File: config.mk
export PLATFORM = sky130hd
export DESIGN_NAME = mix_columns_seq
export DESIGN_NICKNAME = d
export VERILOG_FILES = /design/src/rtl/aes_pkg.sv /design/src/rtl/multibly_col_by_row.sv /design/src/rtl/mix_columns_seq.sv
export SDC_FILE = /design/constraint.sdc
export NUM_CORES = 1
export LEC_CHECK = 0
export CORE_MARGIN = 4
export CORE_UTILIZATION = 45
export CTS_BUF_LIST = sky130_fd_sc_hd__clkbuf_2
export CTS_CLUSTER_SIZE = 40
export DETAILED_ROUTE_END_ITERATION = 8
export GPL_ROUTABILITY_DRIVEN = 0
export PLACE_DENSITY = 0.69
export SETUP_SLACK_MARGIN = 0.3
export SLEW_MARGIN = 10
export SYNTH_ARGS = -nofsm -noshare
export SYNTH_HDL_FRONTEND = slang
export SYNTH_SLANG_ARGS = --single-unit
File: constraint.sdc
create_clock -name clk -period 5.26 [get_ports clk]
set_input_delay 0.526 -clock clk [delete_from_list [all_inputs] [get_ports clk]]
set_output_delay 0.526 -clock clk [all_outputs]
set_load 0.02 [all_outputs]
File: src/rtl/aes_pkg.sv
// Shared AES MixColumns definitions: matrix row constants, FSM states, byte geometry.
// Consumed by mix_columns_seq and multibly_col_by_row.
package aes_pkg;

  localparam int BYTE_W    = 8;
  localparam int NUM_BYTES = 16;
  localparam int STATE_W   = BYTE_W * NUM_BYTES;

  localparam logic [31:0] MIX_ROW0 = 32'h02030101;
  localparam logic [31:0] MIX_ROW1 = 32'h01020301;
  localparam logic [31:0] MIX_ROW2 = 32'h01010203;
  localparam logic [31:0] MIX_ROW3 = 32'h03010102;

  typedef enum logic [1:0] {
    ST_IDLE = 2'd0,
    ST_BUSY = 2'd1,
    ST_DONE = 2'd2
  } mix_state_t;

  function automatic logic [31:0] mix_row(input logic [1:0] r);
    case (r)
      2'd0:    mix_row = MIX_ROW0;
      2'd1:    mix_row = MIX_ROW1;
      2'd2:    mix_row = MIX_ROW2;
      default: mix_row = MIX_ROW3;
    endcase
  endfunction

endpackage

File: src/rtl/multibly_col_by_row.sv
// Dot product of a 4-byte column with a 4-byte MixColumns row over GF(2^8) (poly 0x11B).
// Coefficients 1, 2 and 3 only; any other coefficient contributes zero.
module multibly_col_by_row (
  input  logic [31:0] i_col,
  input  logic [31:0] i_row,
  output logic [7:0]  o_byte
);

  function automatic logic [7:0] xtime(input logic [7:0] a);
    xtime = {a[6:0], 1'b0} ^ (a[7] ? 8'h1b : 8'h00);
  endfunction

  function automatic logic [7:0] gf_mul(input logic [7:0] a, input logic [7:0] b);
    case (b)
      8'h01:   gf_mul = a;
      8'h02:   gf_mul = xtime(a);
      8'h03:   gf_mul = xtime(a) ^ a;
      default: gf_mul = 8'h00;
    endcase
  endfunction

  always_comb begin
    o_byte = 8'h00;
    for (int k = 0; k < 4; k++)
      o_byte = o_byte ^ gf_mul(i_col[31-8*k -: 8], i_row[31-8*k -: 8]);
  end

endmodule

File: src/rtl/mix_columns_seq.sv
// Sequential AES MixColumns: one result byte per cycle through a shared column-by-row multiplier.
// Optional MIX_BYPASS_EN adds in_bypass, which returns the captured state unchanged (final round).
module mix_columns_seq
  import aes_pkg::*;
(
  input  logic               clk,
  input  logic               rst,
  input  logic               in_valid,
  output logic               in_ready,
  input  logic [STATE_W-1:0] in_data,
  output logic               out_valid,
  input  logic               out_ready,
  output logic [STATE_W-1:0] out_data
`ifdef MIX_BYPASS_EN
  ,
  input  logic               in_bypass
`endif
);

  mix_state_t         r_state, w_next;
  logic [3:0]         r_cnt;
  logic [STATE_W-1:0] r_cap;
  logic [STATE_W-1:0] r_res;
  logic               r_out_valid;
  logic [STATE_W-1:0] r_out_data;
  logic               w_byp;

  logic [6:0]         w_col_hi, w_byte_hi;
  logic [31:0]        w_col, w_row;
  logic [7:0]         w_byte;
  logic [STATE_W-1:0] w_res_nxt;

`ifdef MIX_BYPASS_EN
  logic r_byp;
  always_ff @(posedge clk) begin
    if (rst)
      r_byp <= 1'b0;
    else if (r_state == ST_IDLE && in_valid)
      r_byp <= in_bypass;
  end
  assign w_byp = r_byp;
`else
  assign w_byp = 1'b0;
`endif

  // Column c = cnt[3:2] is bytes 4c..4c+3, already packed row 0 in the MSBs.
  assign w_col_hi  = 7'd127 - {r_cnt[3:2], 5'b00000};
  assign w_byte_hi = 7'd127 - {r_cnt, 3'b000};
  assign w_col     = r_cap[w_col_hi -: 32];
  assign w_row     = mix_row(r_cnt[1:0]);

  multibly_col_by_row u_mul (
    .i_col  (w_col),
    .i_row  (w_row),
    .o_byte (w_byte)
  );

  always_comb begin
    w_res_nxt = r_res;
    w_res_nxt[w_byte_hi -: 8] = w_byte;
  end

  always_comb begin
    w_next = r_state;
    case (r_state)
      ST_IDLE: if (in_valid)      w_next = ST_BUSY;
      ST_BUSY: if (r_cnt == 4'hf) w_next = ST_DONE;
      ST_DONE: if (out_ready)     w_next = ST_IDLE;
      default:                    w_next = ST_IDLE;
    endcase
  end

  always_ff @(posedge clk) begin
    if (rst) r_state <= ST_IDLE;
    else     r_state <= w_next;
  end

  always_ff @(posedge clk) begin
    if (rst) begin
      r_cnt       <= 4'h0;
      r_cap       <= '0;
      r_res       <= '0;
      r_out_valid <= 1'b0;
      r_out_data  <= '0;
    end else begin
      case (r_state)
        ST_IDLE: begin
          if (in_valid) begin
            r_cap <= in_data;
            r_cnt <= 4'h0;
          end
        end
        ST_BUSY: begin
          r_res <= w_res_nxt;
          if (r_cnt == 4'hf) begin
            // Last byte is folded in here so the result is complete the cycle out_valid rises.
            r_out_valid <= 1'b1;
            r_out_data  <= w_byp ? r_cap : w_res_nxt;
          end else begin
            r_cnt <= r_cnt + 4'h1;
          end
        end
        ST_DONE: begin
          if (out_ready) r_out_valid <= 1'b0;
        end
        default: ;
      endcase
    end
  end

  assign in_ready  = (r_state == ST_IDLE);
  assign out_valid = r_out_valid;
  assign out_data  = r_out_data;

endmodule

# After elaboration in Yosys (flattened, before gate mapping)
# Cells that the tools add are included.
[word_totals]
ff_bits = 391
latchBits = 0
mem_bits_rw = 0
rom_bits = 0
in_bits = 132
output_inout_bits = 130
elab_cells = 74
n_memories = 0
[op_classes]
n_addsub = 4
mul = 0
div_mod_pow = 0
n_lt_le_gt_ge = 0
n_eq_ne = 21
n_shift = 3
n_mux = 20
n_bitwise = 11
n_reduce_logical = 9
[op_table]
columns = ["operator", "count"]
rows = [
  ["indexed part select 159 x 8 -> 32 bit", 1],
  ["variable shift 8 x 9 -> 135 bit, first input constant", 1],
  ["indexed part select 8 x 9 -> 135 bit", 1],
  ["bitwise mux 128 bit", 1],
  ["case mux 8 bit (3 select lines)", 4],
  ["case mux 26 bit (3 select lines)", 1],
  ["XOR 8 bit", 9],
  ["equality test 8 x 2 -> 1 bit, second input constant", 6],
  ["equality test 8 x 1 -> 1 bit, second input constant", 3],
  ["two-way mux 5 bit", 4],
  ["XOR 8 x 5 -> 8 bit", 2],
  ["subtractor 7 bit, first input constant", 2],
  ["negation 7 -> 9 bit", 1],
  ["AND reduction 3 bit", 3],
  ["equality test 2 bit, second input constant", 4],
  ["two-way mux 4 bit", 2],
  ["inequality test 2 bit, second input constant", 4],
  ["case mux 4 bit (2 select lines)", 1],
  ["equality test 2 x 1 -> 1 bit, second input constant", 3],
  ["two-way mux 2 bit", 3],
  ["case mux 2 bit (3 select lines)", 1],
  ["adder 4 x 1 -> 4 bit, second input constant", 1],
  ["equality test 4 bit, second input constant", 1],
  ["zero test 2 bit", 2],
  ["other kinds (4)", 7],
]

# Depth between registers and ports, before layout
[logic_depth]
word_depth = 11
ltp_mapped = 12
depth_no_buf = 9

# By module
# A second synthesis with hierarchy kept.
[hier_totals]
cells_unflattened = 2225
area_unflattened_um2 = 18073.6
[modules_own_cells]
columns = ["module", "instances", "cells_per_inst", "area_each_um2", "seq_area_each_um2"]
rows = [
  ["mix_columns_seq", 1, 2044, 16967.5, 7827.5],
  ["multibly_col_by_row", 1, 181, 1106.1, 0.0],
]

# Least setup slack after synthesis
# Ideal clock, no wire load.
[synth_path]
path_type = "register to register"
startpoint = "reg r_cnt[2]"
endpoint = "reg r_out_data[17], in the netlist out_data[17]"
setup_time_ns = 0.132
t_arrival_ns = 2.612
required_ns = 5.128
slack_ns = 2.516
stages_incl_launch_ff = 11
path_buffers = 3
synth_period_minus_slack_ns = 2.744
path_cell_list = "dfxtp_1 > buf_6 > buf_6 > mux4_2 > xor3_1 > a221oi_2 > xor2_1 > xnor2_1 > xnor2_1 > buf_6 > o32ai_2"
[synth_via]
elab_chain_len = 11
elab_cells_between_ends = 28
classes_between = "3 x add/sub; 1 x eq/ne; 3 x shift; 9 x mux; 11 x bitwise; 1 x reduce/logical"
[synth_lines]
columns = ["item", "line_no", "source"]
rows = [
  ["from (decl)", "mix_columns_seq.sv:21", "logic [3:0] r_cnt;"],
  ["from (signal assigned)", "mix_columns_seq.sv:100", "r_cnt <= r_cnt + 4'h1;"],
  ["subtractor 7 bit", "mix_columns_seq.sv:47", "assign w_col_hi = 7'd127 - {r_cnt[3:2], 5'b00000};"],
  ["indexed part select 159 x 8 -> 32 bit", "mix_columns_seq.sv:49", "assign w_col = r_cap[w_col_hi -: 32];"],
  ["two-way mux 5 bit", "multibly_col_by_row.sv:10", "xtime = {a[6:0], 1'b0} ^ (a[7] ? 8'h1b : 8'h00);"],
  ["XOR 8 x 5 -> 8 bit or XOR 8 bit (tied branches)", "multibly_col_by_row.sv:10", ""],
  ["XOR 8 bit", "multibly_col_by_row.sv:17", "8'h03: gf_mul = xtime(a) ^ a;"],
  ["case mux 8 bit (3 select lines)", "multibly_col_by_row.sv:14", "case (b)"],
  ["XOR 8 bit (3 in a row)", "multibly_col_by_row.sv:25", "o_byte = o_byte ^ gf_mul(i_col[31-8*k -: 8], i_row[31-8*k -: 8]);"],
  ["indexed part select 8 x 9 -> 135 bit", "mix_columns_seq.sv:60", "w_res_nxt[w_byte_hi -: 8] = w_byte;"],
  ["bitwise mux 128 bit", "mix_columns_seq.sv:60", ""],
  ["to (signal assigned)", "mix_columns_seq.sv:98", "r_out_data <= w_byp ? r_cap : w_res_nxt;"],
  ["to (decl)", "mix_columns_seq.sv:25", "logic [STATE_W-1:0] r_out_data;"],
]
# Several ways; a longest one is shown, not always the timed one.
# A chain may end at the register's enable or synchronous reset.

# Worst setup path in the final report
[layout_path]
startpoint = "reg r_cnt[0]"
endpoint = "reg r_out_data[18], in the netlist out_data[18]"
[layout_via]
elab_chain_len = 9
elab_cells_between_ends = 30
classes_between = "2 x add/sub; 15 x eq/ne; 2 x shift; 6 x mux; 3 x bitwise; 2 x reduce/logical"
[layout_lines]
columns = ["item", "line_no", "source"]
rows = [
  ["equality test 2 bit, or another cell as far along", "aes_pkg.sv:21", "case (r)"],
  ["case mux 26 bit (3 select lines)", "aes_pkg.sv:21", ""],
  ["equality test 8 x 2 -> 1 bit, or another cell as far along", "multibly_col_by_row.sv:14", ""],
  ["case mux 8 bit (3 select lines)", "multibly_col_by_row.sv:14", ""],
  ["XOR 8 bit (3 in a row)", "multibly_col_by_row.sv:25", ""],
  ["indexed part select 8 x 9 -> 135 bit", "mix_columns_seq.sv:60", ""],
  ["bitwise mux 128 bit", "mix_columns_seq.sv:60", ""],
]
# Several ways; a longest one is shown, not always the timed one.

==> impl_metrics.tcl <==
set metrics [dict create \
    critPathCaptureType "flip-flop" \
    seqPwrFrac_pct 52.5 \
    first_pass_iters 6 \
    design.final.nets 2272 \
    crit_fanout 20 \
    numPortBuffers 261 \
    post_cts_buffers 0 \
    syn-mean-instance-area_sq_um 8.51 \
    synthToLayoutAreaGrowth_pct 21.8 \
    period_needed_ps 3890 \
    overflow 0 \
    worstPathRequired_ps 6040 \
    hold_path.class "in -> reg" \
    synth-edff-count 0 \
    htree_levels 3 \
    finalMaxSlewViolations 0 \
    numClockSinks 391 \
    wl_um 45100 \
    fp.dieH_um 197 \
    vias 14300 \
    gr-usage-all-layers_pct 22.3 \
    hold_violations 0 \
    drive_gt1_share_pct 10.5 \
    p_leak_nw 7.02 \
    start_util_pct 45.5 \
    hold_buffers 0 \
    antenna_found_initial 1 \
    viasPerCell 5.38 \
    holdWs_ps 151 \
    sw_frac_of_total_pct 30.1 \
    critical_path_class "reg -> reg" \
    yosys_register_bits 391 \
    ctsResizeCount 0 \
    fin_ws_ps 1370 \
    ir_drop_v 0.000174 \
    relSlewSlack_pct 28.5 \
    grt_pass1_wl_um 71300 \
    maxCapViolations 0 \
    power.total_mw 5.84 \
    comb_power_share_pct 14.6 \
    post-place-ws_ps 1400 \
    clk-insertion-delay-late_ps 930 \
    drtIter0Drc 1072 \
    syn-num-nets 2038 \
    route.detailed.drc 0 \
    max_freq_ghz 0.257 \
    rsz0062_at_grt "false" \
    p_per_area_nw_per_um2 297 \
    synth-seq-area-share_pct 48.5 \
    status "complete, no violations" \
    start_kind "flip-flop" \
    antenna_left 0 \
    grt_max_degree 136 \
    clock_path_buffers 3 \
    numCtsBuffers 97 \
    dieWidth_um 197 \
    finClkSkew_ps 74.4 \
    cts_tree "yes" \
    critPathMaxStageDelay_ps 760 \
    stdcell_count 2658 \
    path_clk_slew_ps 90 \
    syn_area_sq_um 16100 \
    tightest_slew_ps 1070 \
    switchingPower_mw 1.76 \
    synthFlopType "dfxtp_1" \
    p_clk_share_pct 32.9 \
    rows 69 \
    ioPinCount 262 \
    finalSetupTns_ps 0 \
    fp.dieArea_sq_um 38900 \
    ys_warn_count 0 \
    cts-root-buf "clkbuf_2" \
    synth_async_sr_flop_share_pct 0 \
    syn_inst 1896 \
    core_area_sq_um 35500 \
    period_share_pct 74.0 \
    crit_slowest_cell "xnor3_1" \
    internal-power_mw 4.08 \
    crit_chain "inv_1 -> ha_1 -> nor2_1 -> a22o_1 -> a21oi_1 -> xnor2_1 -> xnor3_1 -> nand2b_1 -> a211oi_1" \
    wire_per_inst_um 17.0 \
    hpwl_um 30800 \
    synth_cell_types 54 \
    placed_cells 2492 \
    arrival_ps 4670 \
    fill_cells 3330 \
    grt_pass1_vias 13600 \
    setup_viol_count_final 0 \
]
layout by cell type (no fill, tap or decap), drive strengths merged, types with 4 or more instances in the layout:
master / instances
xor2: 30
nor4: 4
nand2: 516
a21oi: 289
xnor2: 17
nor2: 52
a31oi: 11
o32ai: 12
ha: 10
inv: 7
and2: 7
o21ai: 147
nor3: 8
a221o: 6
mux4: 33
a211oi: 25
xnor3: 5
xor3: 6
a221oi: 7
nand3: 111
o22ai: 6
a22o: 10
nor2b: 6
clkdlybuf4s50: 260
clkbuf: 133
dfxtp: 391
nand2b: 26
clkinv: 28
buf: 17
path summary, 6_finish.rpt:
path,start,to,slack [ps],cells past startpoint
worst min register to register,r_res[57],out_data[57],440,2
worst max-delay path,r_cnt[0],out_data[18],1370,9
worst min-delay path,in_data[32],r_cap[32],150,3
worst max register to register,r_cnt[0],out_data[18],1370,9
routing by layer:
layer  GRT usage [%]  wire (um)  up-vias
met5               0          0        -
met4            6.81        947        0
met3            4.42       2960       79
met2            36.2      21300      502
met1            30.2      20000     6697
li1                -          -     7030
worst max-delay path: cells and delay by family, from the launching register on:
kind                     cells  cell delay, ps
flip-flops                   1             560
AND/OR/NAND/NOR              2             820
AO/OA/AOI/OAI                3             530
XOR/XNOR                     2            1100
adder cells (fa/ha/maj)      1             570
buffers and inverters        1             230
power by group through the flow:
stage	Sequential, mW	Combinational, mW	Clock [mW]
final	3.07	0.852	1.92
after detailed placement	3.14	0.842	0
after global routing	3.08	0.910	2.15
after global placement	3.13	0.831	0
after CTS	3.07	0.846	1.99
after floorplan	3.12	0.531	0
cells in the mapped netlist (16+ instances only):
cell type,n,area [sq um]
nand2_1,516,1940
dfxtp_1,391,7830
a21oi_1,288,1440
nand3_1,111,556
clkbuf_1,110,413
o21ai_0,99,495
nor2_1,52,195
o21ai_1,32,160
mux4_2,30,676
xor2_1,30,263
nand2b_1,26,163
a211oi_1,24,180
o21ai_2,16,140
xnor2_1,16,140
metrics by stage:
step / util [%] / cell area, sq um
2_1_floorplan: - / 16100
3_3_place_gp: 53.0 / 18800
3_5_place_dp: 53.0 / 18800
4_1_cts: 55.4 / 19600
5_1_grt: 55.4 / 19600
6_report: 55.4 / 19600
cells by family (layout without fill, tap and decap cells):
group           count (synthesis)  count (layout)  share of synthesized area, %
compound gates                516             516                          18.2
xor+xnor                       58              58                          4.18
fa+ha+maj                      10              10                         0.776
buf+inv                       146             446                          4.46
flops                         391             391                          48.5
mux                            35              35                          4.80
other cells                     0               1                             0
simple gates                  740             740                          19.0
final cells by class:
class                   instances  area, sq um  area share, %
inverters                       3         11.3         0.0573
repair buffers                278         2760           14.0
clock inverters                33          178          0.905
multi-input cells            1359         7630           38.8
clock buffers                 132          661           3.36
diodes                          1         2.50         0.0127
flip-flops and latches        391         7830           39.9
well taps                     461          577           2.94
sequential cells by signal (all words and copies together), names as in the netlist:
name / flops
r_cap: 128
out_data: 128
r_res: 128
out_valid: 1
r_cnt: 4
r_state: 2
Power figures use the tool's default switching activity.
